**src/rtl/ram_arb_pkg.sv**
```systemverilog
// Shared types and constants for the two-client RAM port arbiter.
package ram_arb_pkg;

  typedef enum logic {
    SERVE = 1'b0,
    INIT  = 1'b1
  } state_t;

  localparam int unsigned CLI_A     = 0;
  localparam int unsigned CLI_B     = 1;
  localparam int unsigned GNT_CNT_W = 16;

endpackage

```
**src/rtl/ram_port_arbiter_rr_arb2.sv**
```systemverilog
// Two-request round-robin arbiter; the last-grant register starts at B so A wins the first conflict.
module rr_arb2
  import ram_arb_pkg::*;
(
  input  logic       clk,
  input  logic       clr,
  input  logic [1:0] req,
  input  logic       accept,
  output logic [1:0] gnt
);

  logic last_b;

  always_comb begin
    gnt = 2'b00;
    if (accept) begin
      if (req == 2'b11) begin
        gnt[CLI_A] = last_b;
        gnt[CLI_B] = ~last_b;
      end else begin
        gnt = req;
      end
    end
  end

  always_ff @(posedge clk) begin
    if (clr) begin
      last_b <= 1'b1;
    end else if (|gnt) begin
      last_b <= gnt[CLI_B];
    end
  end

endmodule

```
**src/rtl/ram_port_arbiter.sv**
```systemverilog
// Shares one synchronous dual-port RAM between clients A and B, with a zero-fill init sequencer.
// Optional grant counters are built when RAM_ARB_GRANT_CNT_EN is defined.
module ram_port_arbiter
  import ram_arb_pkg::*;
#(
  parameter int unsigned RAM_WIDTH = 16,
  parameter int unsigned RAM_DEPTH = 8,
  parameter int unsigned ADDR_SIZE = 3
) (
  input  logic                 clk,
  input  logic                 clr,
  input  logic                 init,
  output logic                 busy,
  input  logic                 req_a,
  input  logic                 req_b,
  input  logic                 we_a,
  input  logic                 we_b,
  input  logic [ADDR_SIZE-1:0] addr_a,
  input  logic [ADDR_SIZE-1:0] addr_b,
  input  logic [RAM_WIDTH-1:0] wdata_a,
  input  logic [RAM_WIDTH-1:0] wdata_b,
  output logic                 ack_a,
  output logic                 ack_b,
  output logic                 rvalid_a,
  output logic                 rvalid_b,
  output logic [RAM_WIDTH-1:0] rdata_a,
  output logic [RAM_WIDTH-1:0] rdata_b,
  output logic                 mem_write,
  output logic                 mem_read,
  output logic [ADDR_SIZE-1:0] mem_wr_addrs,
  output logic [ADDR_SIZE-1:0] mem_rd_addrs,
  output logic [RAM_WIDTH-1:0] mem_data_in,
  input  logic [RAM_WIDTH-1:0] mem_data_out,
  output logic [GNT_CNT_W-1:0] gnt_cnt_a,
  output logic [GNT_CNT_W-1:0] gnt_cnt_b
);

  state_t               state, state_nx;
  logic                 busy_nx;
  logic [ADDR_SIZE-1:0] init_cnt, init_cnt_nx;
  logic                 wr_nx, rd_nx;
  logic [ADDR_SIZE-1:0] wr_addr_nx, rd_addr_nx;
  logic [RAM_WIDTH-1:0] din_nx;
  logic                 accept;
  logic [1:0]           gnt;
  logic                 sel_b;
  logic                 rd_tag1, rd_v2, rd_tag2;

  // init and reset both pre-empt any grant in their cycle
  assign accept = (state == SERVE) && !init && !clr;
  assign ack_a  = gnt[CLI_A];
  assign ack_b  = gnt[CLI_B];
  assign sel_b  = gnt[CLI_B];

  rr_arb2 u_arb (
    .clk    (clk),
    .clr    (clr),
    .req    ({req_b, req_a}),
    .accept (accept),
    .gnt    (gnt)
  );

  always_ff @(posedge clk) begin
    if (clr) begin
      state        <= SERVE;
      busy         <= 1'b0;
      init_cnt     <= '0;
      mem_write    <= 1'b0;
      mem_read     <= 1'b0;
      mem_wr_addrs <= '0;
      mem_rd_addrs <= '0;
      mem_data_in  <= '0;
    end else begin
      state        <= state_nx;
      busy         <= busy_nx;
      init_cnt     <= init_cnt_nx;
      mem_write    <= wr_nx;
      mem_read     <= rd_nx;
      mem_wr_addrs <= wr_addr_nx;
      mem_rd_addrs <= rd_addr_nx;
      mem_data_in  <= din_nx;
    end
  end

  always_comb begin
    state_nx    = state;
    busy_nx     = busy;
    init_cnt_nx = init_cnt;
    wr_nx       = 1'b0;
    rd_nx       = 1'b0;
    wr_addr_nx  = mem_wr_addrs;
    rd_addr_nx  = mem_rd_addrs;
    din_nx      = mem_data_in;
    case (state)
      SERVE: begin
        if (init) begin
          state_nx    = INIT;
          busy_nx     = 1'b1;
          init_cnt_nx = '0;
        end else if (|gnt) begin
          if (sel_b ? we_b : we_a) begin
            wr_nx      = 1'b1;
            wr_addr_nx = sel_b ? addr_b : addr_a;
            din_nx     = sel_b ? wdata_b : wdata_a;
          end else begin
            rd_nx      = 1'b1;
            rd_addr_nx = sel_b ? addr_b : addr_a;
          end
        end
      end
      INIT: begin
        wr_nx      = 1'b1;
        wr_addr_nx = init_cnt;
        din_nx     = '0;
        if (init_cnt == ADDR_SIZE'(RAM_DEPTH - 1)) begin
          state_nx = SERVE;
          busy_nx  = 1'b0;
        end else begin
          init_cnt_nx = init_cnt + ADDR_SIZE'(1);
        end
      end
      default: state_nx = SERVE;
    endcase
  end

  // Tag follows the read through the RAM's capture stage to steer the result
  always_ff @(posedge clk) begin
    if (clr) begin
      rd_tag1  <= 1'b0;
      rd_v2    <= 1'b0;
      rd_tag2  <= 1'b0;
      rvalid_a <= 1'b0;
      rvalid_b <= 1'b0;
      rdata_a  <= '0;
      rdata_b  <= '0;
    end else begin
      if (rd_nx) rd_tag1 <= sel_b;
      rd_v2    <= mem_read;
      rd_tag2  <= rd_tag1;
      rvalid_a <= rd_v2 && !rd_tag2;
      rvalid_b <= rd_v2 && rd_tag2;
      if (rd_v2 && !rd_tag2) rdata_a <= mem_data_out;
      if (rd_v2 && rd_tag2)  rdata_b <= mem_data_out;
    end
  end

`ifdef RAM_ARB_GRANT_CNT_EN
  logic [GNT_CNT_W-1:0] cnt_a_q, cnt_b_q;

  // Saturating per-client grant counters; init leaves them alone
  always_ff @(posedge clk) begin
    if (clr) begin
      cnt_a_q <= '0;
      cnt_b_q <= '0;
    end else begin
      if (ack_a && (cnt_a_q != '1)) cnt_a_q <= cnt_a_q + GNT_CNT_W'(1);
      if (ack_b && (cnt_b_q != '1)) cnt_b_q <= cnt_b_q + GNT_CNT_W'(1);
    end
  end

  assign gnt_cnt_a = cnt_a_q;
  assign gnt_cnt_b = cnt_b_q;
`else
  assign gnt_cnt_a = '0;
  assign gnt_cnt_b = '0;
`endif

endmodule
```
**config.mk**
```make
export PLATFORM = sky130hd
export DESIGN_NAME = ram_port_arbiter
export DESIGN_NICKNAME = d
export VERILOG_FILES = /design/src/rtl/ram_arb_pkg.sv /design/src/rtl/ram_port_arbiter_rr_arb2.sv /design/src/rtl/ram_port_arbiter.sv
export SDC_FILE = /design/constraint.sdc
export NUM_CORES = 1
export LEC_CHECK = 0
export ABC_AREA = 1
export BUFFER_PORTS_ARGS = -buffer_cell sky130_fd_sc_hd__buf_2
export CAP_MARGIN = 20
export CORE_UTILIZATION = 35
export DETAILED_ROUTE_END_ITERATION = 8
export HOLD_SLACK_MARGIN = 0.1
export PLACE_DENSITY = 0.69
export SLEW_MARGIN = 10
export SYNTH_ARGS = -nofsm -noshare
export SYNTH_HDL_FRONTEND = slang
export SYNTH_HIERARCHICAL = 1
export SYNTH_SLANG_ARGS = --single-unit
```
**constraint.sdc**
```tcl
create_clock -name clk -period 3.2 [get_ports clk]
set_input_delay 0.16 -clock clk [delete_from_list [all_inputs] [get_ports clk]]
set_output_delay 0.16 -clock clk [all_outputs]
set_load 0.05 [all_outputs]
```
== Yosys cells after proc, flatten, opt, wreduce, memory -nomap -nowiden ==
Index checks and enable logic that the tools add are counted.
Word-level totals
  flip-flop bits (word level): 67
  word-level logic and storage cells: 71
  output and inout port bits: 93
Cells by class
  reduce and logical (&&, ||, !) cells: 12
  muxes and demuxes: 30
  eq/ne operators: 8
  add/subtract/negate cells: 1
  bitwise gates (word level): 4
Operators with widths (count)
  16-bit 2-to-1 mux: 4
  16-bit one-hot mux with 2 select lines: 1
  3-bit 2-to-1 mux: 6
  1-bit 2-to-1 mux: 12
  3-bit one-hot mux with 2 select lines: 2
  2-bit by 1-bit != test with 1-bit output, second input constant: 3
  2-bit != test, second input constant: 3
  1-bit one-hot mux with 2 select lines: 3
  1-bit logical AND: 4
  2-bit 2-to-1 mux: 2
  1-bit NOT: 4
  2-bit AND reduction: 2
  4-bit AND reduction: 1
  3-bit by 1-bit adder with 3-bit output, second input constant: 1
  3-bit == test, second input constant: 1
  1-bit zero test: 3
  3-bit AND reduction: 1
  2-bit == test, second input constant: 1
  2-bit OR reduction: 1

== Logic depth before layout (Yosys ltp) ==
Gate-level depths: netlist (run 1).
  depth in word-level cells: 9
  mapped depth: 16
  gate-level depth less buffers: 15

== Modules after synthesis ==
Netlist (run 1), hierarchy kept.
Modules (own cells, without submodules)
  ram_port_arbiter: area an instance 2911.5 sq um, seq. area each 1321.3 sq um, cells an instance 408, times used 1
  rr_arb2: area an instance 71.3 sq um, seq. area each 20.0 sq um, cells an instance 12, times used 1

== Worst setup path before layout (run 1) ==
No wires, ideal clock.
  path kind: reg2reg
  start: register state
  end: register mem_data_in[10]
  clock period less this slack: 2511 ps
  data required time: 3086 ps
  data arrival time: 2398 ps
  library setup time: 114 ps
  path slack: 689 ps
  cell stages (with the launch flop): 14
  cell sequence: dfxtp_1 buf_2 inv_1 nand2_1 nor2_1 nand2_1 a21oi_1 nor2_1 nor2_4 nand2_4 buf_6 buf_6 nand3_1 nand2_1
Between the ends
  elaborated cells between the ends (all ways): 15
  classes of those cells: 3 x eq/ne; 7 x mux; 1 x bitwise; 4 x reduce/logical
RTL lines
  start, declared: RTL line ram_port_arbiter.sv:38  | state_t state, state_nx;
  start signal, assigned: RTL line ram_port_arbiter.sv:74  | state <= state_nx;
  1-bit NOT
  1-bit logical AND (2 in series): RTL line ram_port_arbiter.sv:50  | assign accept = (state == SERVE) && !init && !clr;
  named net accept: RTL line ram_port_arbiter.sv:44  | logic accept;
  2-bit 2-to-1 mux: RTL line ram_port_arbiter_rr_arb2.sv:16  | if (accept) begin
  named net ack_a: RTL line ram_port_arbiter.sv:22  | output logic ack_a,
  2-bit OR reduction: RTL line ram_port_arbiter.sv:100  | end else if (|gnt) begin
  2-bit by 1-bit != test with 1-bit output (no source line)
  3-bit AND reduction (no source line)
  end signal, assigned: RTL line ram_port_arbiter.sv:81  | mem_data_in <= din_nx;
  end, declared: RTL line ram_port_arbiter.sv:32  | output logic [RAM_WIDTH-1:0] mem_data_in,
The timed path passes the listed nets, and every way through them passes these cells. The select of a mux whose other input is x is not followed.
A chain may end at the register's enable or synchronous reset.

== Final worst setup path (run 1) ==
  start: register state
  end: register mem_wr_addrs[2]
Between the ends
  word-level cells in the longest chain between the ends: 9
  elaborated cells between the ends (all ways): 15
  classes of those cells: 3 x eq/ne; 7 x mux; 1 x bitwise; 4 x reduce/logical
RTL lines
  1-bit NOT (*)
  1-bit logical AND (*) (2 in series): RTL line ram_port_arbiter.sv:50
  named net accept: RTL line ram_port_arbiter.sv:44
  2-bit 2-to-1 mux (*): RTL line ram_port_arbiter_rr_arb2.sv:16
  3-bit 2-to-1 mux: RTL line ram_port_arbiter.sv:103  | wr_addr_nx = sel_b ? addr_b : addr_a;
  3-bit 2-to-1 mux: RTL line ram_port_arbiter.sv:101  | if (sel_b ? we_b : we_a) begin
  3-bit 2-to-1 mux: RTL line ram_port_arbiter.sv:100
  3-bit 2-to-1 mux: RTL line ram_port_arbiter.sv:96  | if (init) begin
  3-bit one-hot mux with 2 select lines: RTL line ram_port_arbiter.sv:94  | case (state)
  end signal, assigned: RTL line ram_port_arbiter.sv:79  | mem_wr_addrs <= wr_addr_nx;
  end, declared: RTL line ram_port_arbiter.sv:30  | output logic [ADDR_SIZE-1:0] mem_wr_addrs,
Mark *: on every way through the listed nets, which the timed path passes. The rest lies on a longest branch. The select of a mux whose other input is x is not followed.

==> results of run 1 <==
==> where the power goes <==
group	internal, mW	switching (mW)
Combinational	0.0746	0.208
Sequential	0.848	0.0104
Clock	0.537	0.315
==> layer usage <==
layer	vias up	part of all wire (%)	global-route usage, %
met3	20	6.6	3.72
li1	1506	-	-
met2	109	50	30.4
met1	1295	41	18.0
met5	-	0	0
met4	0	2.0	7.95
==> worst max-delay path: cells and delay by family, from the launching register on <==
family	cells	cell delay (ns)
buf+inv	5	0.85
simple gates	10	1.18
flops	1	0.39
==> cell type report <==
cell class	instances	area [um^2]
Clock buffer	11	141
Tap cell	105	131
Multi-Input combinational cell	311	1330
Clock inverter	5	100
Fill cell	853	4290
Sequential cell	67	1340
Timing Repair Buffer	140	793
Inverter	22	82.6
==> worst min-delay path by stage <==
stage | startpoint | endpoint | slack [ns] | cells after the start
floorplan | clr | u_arb/last_b | 0.27 | 2
global placement | mem_data_out[2] | rdata_a[2] | 0.40 | 3
detailed placement | mem_data_out[5] | rdata_a[5] | 0.40 | 3
CTS | wdata_a[15] | mem_data_in[15] | 0.10 | 5
global route | wdata_b[12] | mem_data_in[12] | 0.12 | 5
finish | wdata_a[14] | mem_data_in[14] | 0.11 | 5
==> cell families after synthesis <==
group	count (synthesis)	synth area share, %
DFF	67	45.0
other	1	0.126
buffers and inverters	73	14.2
adders and majority gates	3	1.26
AOI/OAI and AO/OA	47	7.89
and+or+nand+nor	229	31.5
==> state kept, by name, indices dropped and copies added (netlist names), 3 cells and up <==
name and flops:
mem_data_in 16, rdata_b 16, init_cnt 3, rdata_a 16
mem_wr_addrs 3, mem_rd_addrs 3
==> synth_stat cells, drive strengths merged <==
master	instances	area share, %
a21oi	12	2.0
buf	45	11
clkbuf	6	0.75
clkinv	1	0.13
conb	1	0.13
dfxtp	67	45
ha	3	1.3
inv	21	2.6
nand2	114	15
nand3	27	4.7
nand3b	1	0.25
nor2	86	11
nor3	1	0.34
o21ai	35	5.9
==> placed cells by master (no fill, tap or decap), drive strengths merged <==
| cell | count |
|---|---|
| nand2 | 114 |
| dfxtp | 67 |
| nor2 | 86 |
| bufinv | 3 |
| conb | 32 |
| inv | 21 |
| nor3 | 1 |
| clkinv | 3 |
| a21oi | 12 |
| buf | 122 |
| dlygate4sd3 | 18 |
| o21ai | 35 |
| nand3b | 1 |
| nand3 | 27 |
| ha | 3 |
| clkbuf | 11 |
==> timing repair <==
| item | in CTS | in global routing |
|---|---|---|
| hold buffers | 18 | 0 |
| resized for setup | 0 | 0 |
| endpoints found under the hold margin | 27 | 0 |
==> stage by stage <==
step,util [%],power (mW)
floorplan,-,1.11
global placement,42.6,1.14
detailed placement,42.6,1.14
CTS,47.8,2.01
global route,47.8,2.07
finish,47.8,1.99
==> summary.md, run 1 <==
| Metric | Value |
|---|---|
| Run status | finished clean |
| Initial antenna violation count | 0 |
| Share of layout cells above drive strength 1 | 26.4% |
| Clock Sinks | 67 |
| Worst endpoint required time | 3.43 ns |
| Post-Route Setup TNS | 0 ns |
| Average size of a mapped cell | 7.10 um^2 |
| CP startpoint | state |
| Starting Density | 36.3% |
| CTS Root Cell | clkbuf_8 |
| WHS | 0.112 ns |
| Antenna Cells | 0 |
| Slew Limit Fails | 0 |
| Placed instance count | 627 |
| Max IR drop VDD | 0.255 mV |
| Post-synthesis register bit count | 67 |
| Worst setup SP type | flip-flop |
| Finished Layout Cells | 661 |
| Synth Warn # | 6 |
| Max Freq | 393 MHz |
| Core Region | 8220 um^2 |
| Final worst path period need | 2.54 ns |
| Clk slew on worst S/H paths | 0.07 ns |
| CTS tree | yes |
| Nets | 615 |
| Slew HR | 38.9% |
| CTS max path bufs | 2 |
| Full die area | 8900 um^2 |
| Largest net degree at the start of global routing | 39 |
| Site Rows | 33 |
| Slowest-stage cell, CP | dfxtp_1 |
| Global-route wire length before repair | 11.6 mm |
| CP Capture Point | mem_wr_addrs[2] |
| Dpl cell area | 3500 um^2 |
| Worst Setup End Kind | flip-flop |
| Area growth, synth to finish | 31.5% |
| CP Max Fanout | 21 |
| All-Layer GR Usage | 16.6% |
| Arrival time at the worst endpoint | 2.78 ns |
| DRC errors left | 0 |
| Post-synthesis sequential area ratio | 45.0% |
| WL final | 7.42 mm |
| Worst slew pin tran | 0.916 ns |
| Cells after Synth | 420 |
| Critical path class | flip-flop to flip-flop |
| Yosys cell types | 23 |
| H-tree Lvls | 3 |
| IO Pins | 154 |
| Vias in the first global route | 2,682 |
| Die Span X | 94.3 um |
| Max cap viols | 0 |
| Leakage | 2.14 nW |
| Skew final | 0.00627 ns |
| Routed Antenna Nets | 0 |
| Crit-path max cell delay | 0.39 ns |
| Via count | 2,930 |
| DIE HEIGHT | 94.3 um |
| Place WS | 0.666 ns |
| Fin area | 3920 um^2 |
| Postcts setup bufs | 0 |
| R2r endpoint | mem_wr_addrs[2] |
| Reg2reg start | state |
| Pwr Density | 508 nW/um^2 |
| Final Wtd Congestion | 0.760 |
| RSZ-0062 raised after global routing | false |
| Final worst slack | 0.656 ns |
| Port Buffers | 121 |
| Drt first pass iters | 4 |
| Final setup fails | 0 |
| Cell count of the worst reg-to-reg path | 15 |
| Post-route clock period utilization | 79.5% |
| Clk_lat worst skew | 0.34 ns |
| Vias per std cell | 4.43 |
| Post-Syn Area | 2980 um^2 |
| DR iter-0 viols | 97 |
| Class of the worst hold path | primary input to flip-flop |
| Wirelength per Cell | 11.2 um |
| Setup slack, reg-to-reg | 0.66 ns |
| DP HPWL | 5.27 mm |
| Final hold viol count | 0 |
| Total gr overflow | 0 |
| Worst path cell trace | inv_1, nand2_1, nor2_1, nand2_1, inv_1, nand2_2, inv_1, buf_4, nor2_1, nor2_4, nand2_4, nand2_1, inv_1, nor2_1, nor2_1 |
| Cts bufs inserted | 9 |
(Power assumes the default switching activity.)
==> run 2, diff against run 1 <==
--- a/config.mk
+++ b/config.mk
@@ -11,7 +11,7 @@
 export CORE_UTILIZATION = 35
 export DETAILED_ROUTE_END_ITERATION = 8
 export HOLD_SLACK_MARGIN = 0.1
-export PLACE_DENSITY = 0.69
+export PLACE_DENSITY = 0.72
 export SLEW_MARGIN = 10
 export SYNTH_ARGS = -nofsm -noshare
 export SYNTH_HDL_FRONTEND = slang
==> constraint.sdc (replaced) <==
create_clock -name clk -period 2.1 [get_ports clk]
set_input_delay 0.105 -clock clk [delete_from_list [all_inputs] [get_ports clk]]
set_output_delay 0.105 -clock clk [all_outputs]
set_load 0.05 [all_outputs]
==> run 2 against run 1 <==
  * Clock power increased by 23%
  * Largest power group unchanged
  * Die area did not move
  * Count of clock-buffer cells in the layout rose by 1
  * First-iteration DRC count increased by 28%
  * Sequential cell count stayed put
  * Design area grew 7.9%
  * Register-to-register slack lost 0.51 ns
  * Global-route usage is 1.4 points higher
  * Critical endpoint is now mem_data_in[8]
==> summary.md, run 2 (synthesized netlist as in run 1, its figures left out) <==
| Metric | Value |
|---|---|
| Port Buffers | 121 |
| Most frequent cells in the layout | 121 x buf_2, 110 x nand2_1, 81 x nor2_1, 67 x dfxtp_1, 44 x dlygate4sd3_1 |
| Vias in the first global route | 2,884 |
| Nets | 649 |
| Post-Route Setup TNS | 0 ns |
| Class of the worst hold path | primary input to flip-flop |
| Top Registers | mem_data_in x16, rdata_a x16, rdata_b x16 |
| Cell count of the worst reg-to-reg path | 14 |
| Pwr Density | 674 nW/um^2 |
| Power, Total | 2.85 mW |
| DRC errors left | 0 |
| Arrival time at the worst endpoint | 2.18 ns |
| Crit-path most repeated cell | nand2_1 |
| Final hold viol count | 0 |
| Worst endpoint required time | 2.32 ns |
| Vias per std cell | 4.45 |
| CP Max Fanout | 18 |
| Skew final | 0.00872 ns |
| CTS Root Cell | clkbuf_8 |
| M2 GR Usage | 31.9% |
| Final worst path period need | 1.95 ns |
| Worst Setup End Kind | flip-flop |
| Clk_lat worst skew | 0.33 ns |
| Core Region | 8220 um^2 |
| Max Freq | 512 MHz |
| Worst slew pin tran | 0.542 ns |
| Clock Sinks | 67 |
| Max cap viols | 0 |
| Via count | 3,091 |
| Global-route wire length before repair | 12.5 mm |
| Largest net degree at the start of global routing | 33 |
| GR peak layer | met2 |
| Leakage | 2.26 nW |
| Share of layout cells above drive strength 1 | 26.8% |
| Final setup fails | 0 |
| Cts bufs inserted | 9 |
| Placed instance count | 634 |
| Commonest non-fill, non-tap cell in the layout | buf_2 |
| WL final | 7.84 mm |
| Finished Layout Cells | 695 |
| Hold path depth | 5 |
| Crit-path max cell delay | 0.56 ns |
| DP HPWL | 5.40 mm |
| Slew Limit Fails | 0 |
| IO Pins | 154 |
| Final Wtd Congestion | 0.778 |
| Initial antenna violation count | 0 |
| DIE HEIGHT | 94.3 um |
| Met3 Resource Use GR | 3.64% |
| Clk slew on worst S/H paths | 0.07 ns |
| Full die area | 8900 um^2 |
| Max IR drop VDD | 0.404 mV |
| Critical path class | flip-flop to flip-flop |
| Area growth, synth to finish | 41.9% |
| DR iter-0 viols | 124 |
| CTS max path bufs | 2 |
| Antenna Cells | 0 |
| Worst path cell trace | inv_1, nand2_2, nor2_2, nand2_1, inv_1, nand2_2, clkinvlp_4, inv_2, buf_12, nand2_1, nand2_1, dlygate4sd3_1, nand2_1, nand2_1 |
| Slowest-stage cell, CP | dlygate4sd3_1 |
| Post-route clock period utilization | 93.0% |
| Routed Antenna Nets | 0 |
| Slew HR | 63.8% |
| Die Span X | 94.3 um |
| Total gr overflow | 0 |
| WHS | 0.0968 ns |
| H-tree Lvls | 3 |
| Site Rows | 33 |
| Drt first pass iters | 4 |
| CTS tree | yes |
| All-Layer GR Usage | 18.1% |
| Met1 capacity usage during global routing | 19.8% |
| Starting Density | 36.3% |
| Wirelength per Cell | 11.3 um |
| Run status | finished clean |
| Worst setup SP type | flip-flop |
==> run 2: cell count changes in the layout (fill, tap and decap cells not counted), moves of 2 or more <==
| cell | before | now |
|---|---|---|
| clkinvlp_4 | 0 | 3 |
| buf_4 | 1 | 7 |
| bufinv_16 | 3 | 1 |
| dlygate4sd3_1 | 18 | 44 |
==> run 2: stage by stage <==
step | setup WS, ns | util (%) | area [um^2]
2_1_floorplan | 0.0328 | - | 3110
5_1_grt | -0.0130 | 51.5 | 4230
6_report | 0.148 | 51.5 | 4230
3_5_place_dp | 0.238 | 43.4 | 3570
3_3_place_gp | 0.315 | 43.4 | 3570
4_1_cts | 0.0672 | 51.3 | 4220
==> run 2: cell type report <==
class	instances	area [um^2]
clock buffer	12	145
timing repair buffer	174	1130
tap	105	131
clock inverter	4	50.0
fill	807	3980
sequential	67	1340
inverter	22	86.3
multi-input combinational	311	1350
==> run 2: path summary, 6_finish.rpt <==
kind / from / to / slack, ns
worst max-delay path: state / mem_data_in[8] / 0.15
worst min register to register: rd_tag1 / rd_tag2 / 0.42
worst max register to register: state / mem_data_in[8] / 0.15
worst min-delay path: wdata_a[6] / mem_data_in[6] / 0.1
==> run 2: metal layers <==
| metal | vias up | wire [um] |
|---|---|---|
| li1 | 1568 | - |
| met1 | 1384 | 3210 |
| met2 | 111 | 3910 |
| met3 | 28 | 420 |
| met4 | 0 | 296 |
| met5 | - | 0 |
==> run 2: critical path, delay by kind of cell, from the launching register on <==
kind | cells | cell delay (ns)
buffers and inverters | 6 | 1.02
DFF | 1 | 0.31
and+or+nand+nor | 8 | 0.52
==> run 2: power breakdown <==
group	leakage, nW	internal [mW]	switching [mW]
clock	0.0926	0.580	0.474
sequential	0.542	1.29	0.0125
combinational	1.63	0.164	0.332
total	2.26	2.04	0.819
==> run 2: timing repair <==
| action | in CTS | in global routing |
|---|---|---|
| setup buffers | 0 | 1 |
| hold buffers | 45 | 0 |
| endpoints found under the setup margin | 0 | 14 |
| resized for setup | 0 | 6 |
| hold endpoints to repair | 47 | 0 |
==> run 3, diff against run 2 <==
--- a/config.mk
+++ b/config.mk
@@ -7,11 +7,10 @@
 export LEC_CHECK = 0
 export ABC_AREA = 1
 export BUFFER_PORTS_ARGS = -buffer_cell sky130_fd_sc_hd__buf_2
-export CAP_MARGIN = 20
 export CORE_UTILIZATION = 35
 export DETAILED_ROUTE_END_ITERATION = 8
 export HOLD_SLACK_MARGIN = 0.1
-export PLACE_DENSITY = 0.72
+export PLACE_DENSITY_LB_ADDON = 0.05
 export SLEW_MARGIN = 10
 export SYNTH_ARGS = -nofsm -noshare
 export SYNTH_HDL_FRONTEND = slang
==> run 3 against run 2 <==
  * Setup slack improved by 0.016 ns
  * Worst hold slack gained 0.022 ns
  * Die area unchanged
  * Clock skew down 0.0016 ns
  * Wire length hardly changed
  * Sequential power about the same
  * Total power hardly changed
  * Non-clock buffer count is the same
  * Clock power about the same
  * Design area rose by 0.18%
  * Utilization grew 0.091 points
  * Combinational power about the same
==> summary.md, run 3 (synthesized netlist as in run 1, its figures left out) <==
| Metric | Value |
|---|---|
| Commonest non-fill, non-tap cell in the layout | buf_2 |
| CTS Root Cell | clkbuf_8 |
| Top Registers | mem_data_in x16, rdata_a x16, rdata_b x16 |
| Share of layout cells above drive strength 1 | 27.5% |
| H-tree Lvls | 3 |
| Crit-path max cell delay | 0.56 ns |
| Worst path cell trace | inv_2, nand2_2, nor2_2, nand2_1, inv_1, nand2_2, clkinvlp_4, inv_2, buf_12, nand2_1, nand2_1, dlygate4sd3_1, nand2_1, nand2_1 |
| CP Max Fanout | 17 |
| Die Span X | 94.3 um |
| Clk_lat worst skew | 0.33 ns |
| Cts bufs inserted | 9 |
| Arrival time at the worst endpoint | 2.16 ns |
| Most frequent cells in the layout | 121 x buf_2, 110 x nand2_1, 81 x nor2_1, 66 x dfxtp_1, 43 x dlygate4sd3_1 |
| Crit-path most repeated cell | nand2_1 |
| Port Buffers | 121 |
| Post-Route Setup TNS | 0 ns |
| WHS | 0.119 ns |
| Final Wtd Congestion | 0.791 |
| DRC errors left | 0 |
| Worst setup SP type | flip-flop |
| Run status | finished clean |
| DR iter-0 viols | 62 |
| Critical path class | flip-flop to flip-flop |
| Total gr overflow | 0 |
| Post-route clock period utilization | 92.2% |
| IO Pins | 154 |
| Nets | 649 |
| Slew HR | 62.9% |
| Hold_sp | req_a |
| DIE HEIGHT | 94.3 um |
| Worst Setup End Kind | flip-flop |
| Vias in the first global route | 2,852 |
| Wirelength per Cell | 11.3 um |
| Max IR drop VDD | 0.287 mV |
| Worst path top cell family by delay | buffers and inverters |
| Core Region | 8220 um^2 |
| Clock Sinks | 67 |
| Drt first pass iters | 6 |
| Hold endpoint | u_arb/last_b |
| Full die area | 8900 um^2 |
| Largest net degree at the start of global routing | 25 |
| Routed Antenna Nets | 0 |
| Via count | 3,020 |
| CTS max path bufs | 2 |
| Class of the worst hold path | primary input to flip-flop |
| Worst endpoint required time | 2.33 ns |
| R2r endpoint | mem_data_in[6] |
| Initial antenna violation count | 0 |
| Slew Limit Fails | 0 |
| DP HPWL | 5.34 mm |
| Max cap viols | 0 |
| RSZ-0062 raised after global routing | false |
| Final worst path period need | 1.94 ns |
| Vias per std cell | 4.35 |
| Pwr Density | 672 nW/um^2 |
| Reg2reg start | state |
| Setup slack, reg-to-reg | 0.16 ns |
| Skew final | 0.00715 ns |
| WL final | 7.83 mm |
| WP buf/inv | 6 |
| Antenna Cells | 0 |
| Site Rows | 33 |
| Worst slew pin tran | 0.556 ns |
| Global-route wire length before repair | 12.7 mm |
| Final Core Density | 51.6% |
| CTS tree | yes |
| Leakage | 2.27 nW |
| Hold path depth | 4 |
| Slowest-stage cell, CP | dlygate4sd3_1 |
| Final setup fails | 0 |
| Final hold viol count | 0 |
| Max Freq | 516 MHz |
| Starting Density | 36.3% |
| All-Layer GR Usage | 18.3% |
| Clk slew on worst S/H paths | 0.07 ns |
| Area growth, synth to finish | 42.2% |
| Cell count of the worst reg-to-reg path | 14 |
[run 3: changes by cell type in the layout (fill, tap and decap cells not counted), sizes merged]
cell and change:
dlygate4sd3 -1, clkinv +3, buf +1, clkbuf -2
clkinvlp -2
[run 3: per-layer routing]
layer | GRT usage [%] | up-vias | share of wire [%]
li1 | - | 1577 | -
met3 | 3.88 | 12 | 5.8
met4 | 7.69 | 0 | 1.6
met1 | 21.4 | 1339 | 45
met2 | 32.1 | 92 | 48
met5 | 0 | - | 0
[run 3: cell type report]
| class | instances | area (um^2) |
|---|---|---|
| clock buffer | 10 | 138 |
| clock inverter | 5 | 53.8 |
| fill | 859 | 3980 |
| inverter | 22 | 86.3 |
| multi-input combinational | 311 | 1350 |
| sequential | 67 | 1340 |
| tap | 105 | 131 |
| timing repair buffer | 174 | 1140 |
[run 3: timing repair]
item | CTS | global route
hold buffers | 43 | 0
setup buffers | 0 | 1
gates resized for setup | 0 | 8
endpoints found under the hold margin | 46 | 0
endpoints found under the setup margin | 0 | 13
[run 3: power by group]
| part | total, mW | switching [mW] | leakage [nW] | internal, mW |
|---|---|---|---|---|
| logic | 0.498 | 0.333 | 1.63 | 0.165 |
| registers | 1.30 | 0.0114 | 0.542 | 1.29 |
| clock network | 1.05 | 0.480 | 0.102 | 0.570 |
[run 3: worst max path at each step]
stage / from / endpoint / slack [ns] / cells after the start
6_report: state / mem_data_in[6] / 0.16 / 14
5_1_grt: state / mem_data_in[7] / 0.01 / 14
4_1_cts: state / mem_data_in[6] / 0.09 / 14
3_5_place_dp: state / mem_wr_addrs[2] / 0.24 / 14
3_3_place_gp: state / mem_wr_addrs[2] / 0.27 / 14
2_1_floorplan: state / mem_data_in[10] / 0.03 / 16
[run 3: per-stage QoR]
stage / cell area [um^2] / cells / worst slack (ns) / total power [mW]
finish: 4240 / 694 / 0.163 / 2.85
global route: 4240 / 694 / 0.0106 / 2.99
CTS: 4210 / 693 / 0.0933 / 2.89
detailed placement: 3590 / 635 / 0.238 / 1.76
global placement: 3590 / 635 / 0.265 / 1.76
floorplan: 3110 / 451 / 0.0328 / 1.69
[run 3: worst reg2reg max path, cell delays in order (launching register included)]
cell and delay (ns):
dfxtp_2 0.32, inv_2 0.05, nand2_2 0.05, nor2_2 0.12, nand2_1 0.06, inv_1 0.06, nand2_2 0.07, clkinvlp_4 0.12
inv_2 0.06, buf_12 0.14, nand2_1 0.06, nand2_1 0.04, dlygate4sd3_1 0.56, nand2_1 0.07, nand2_1 0.05
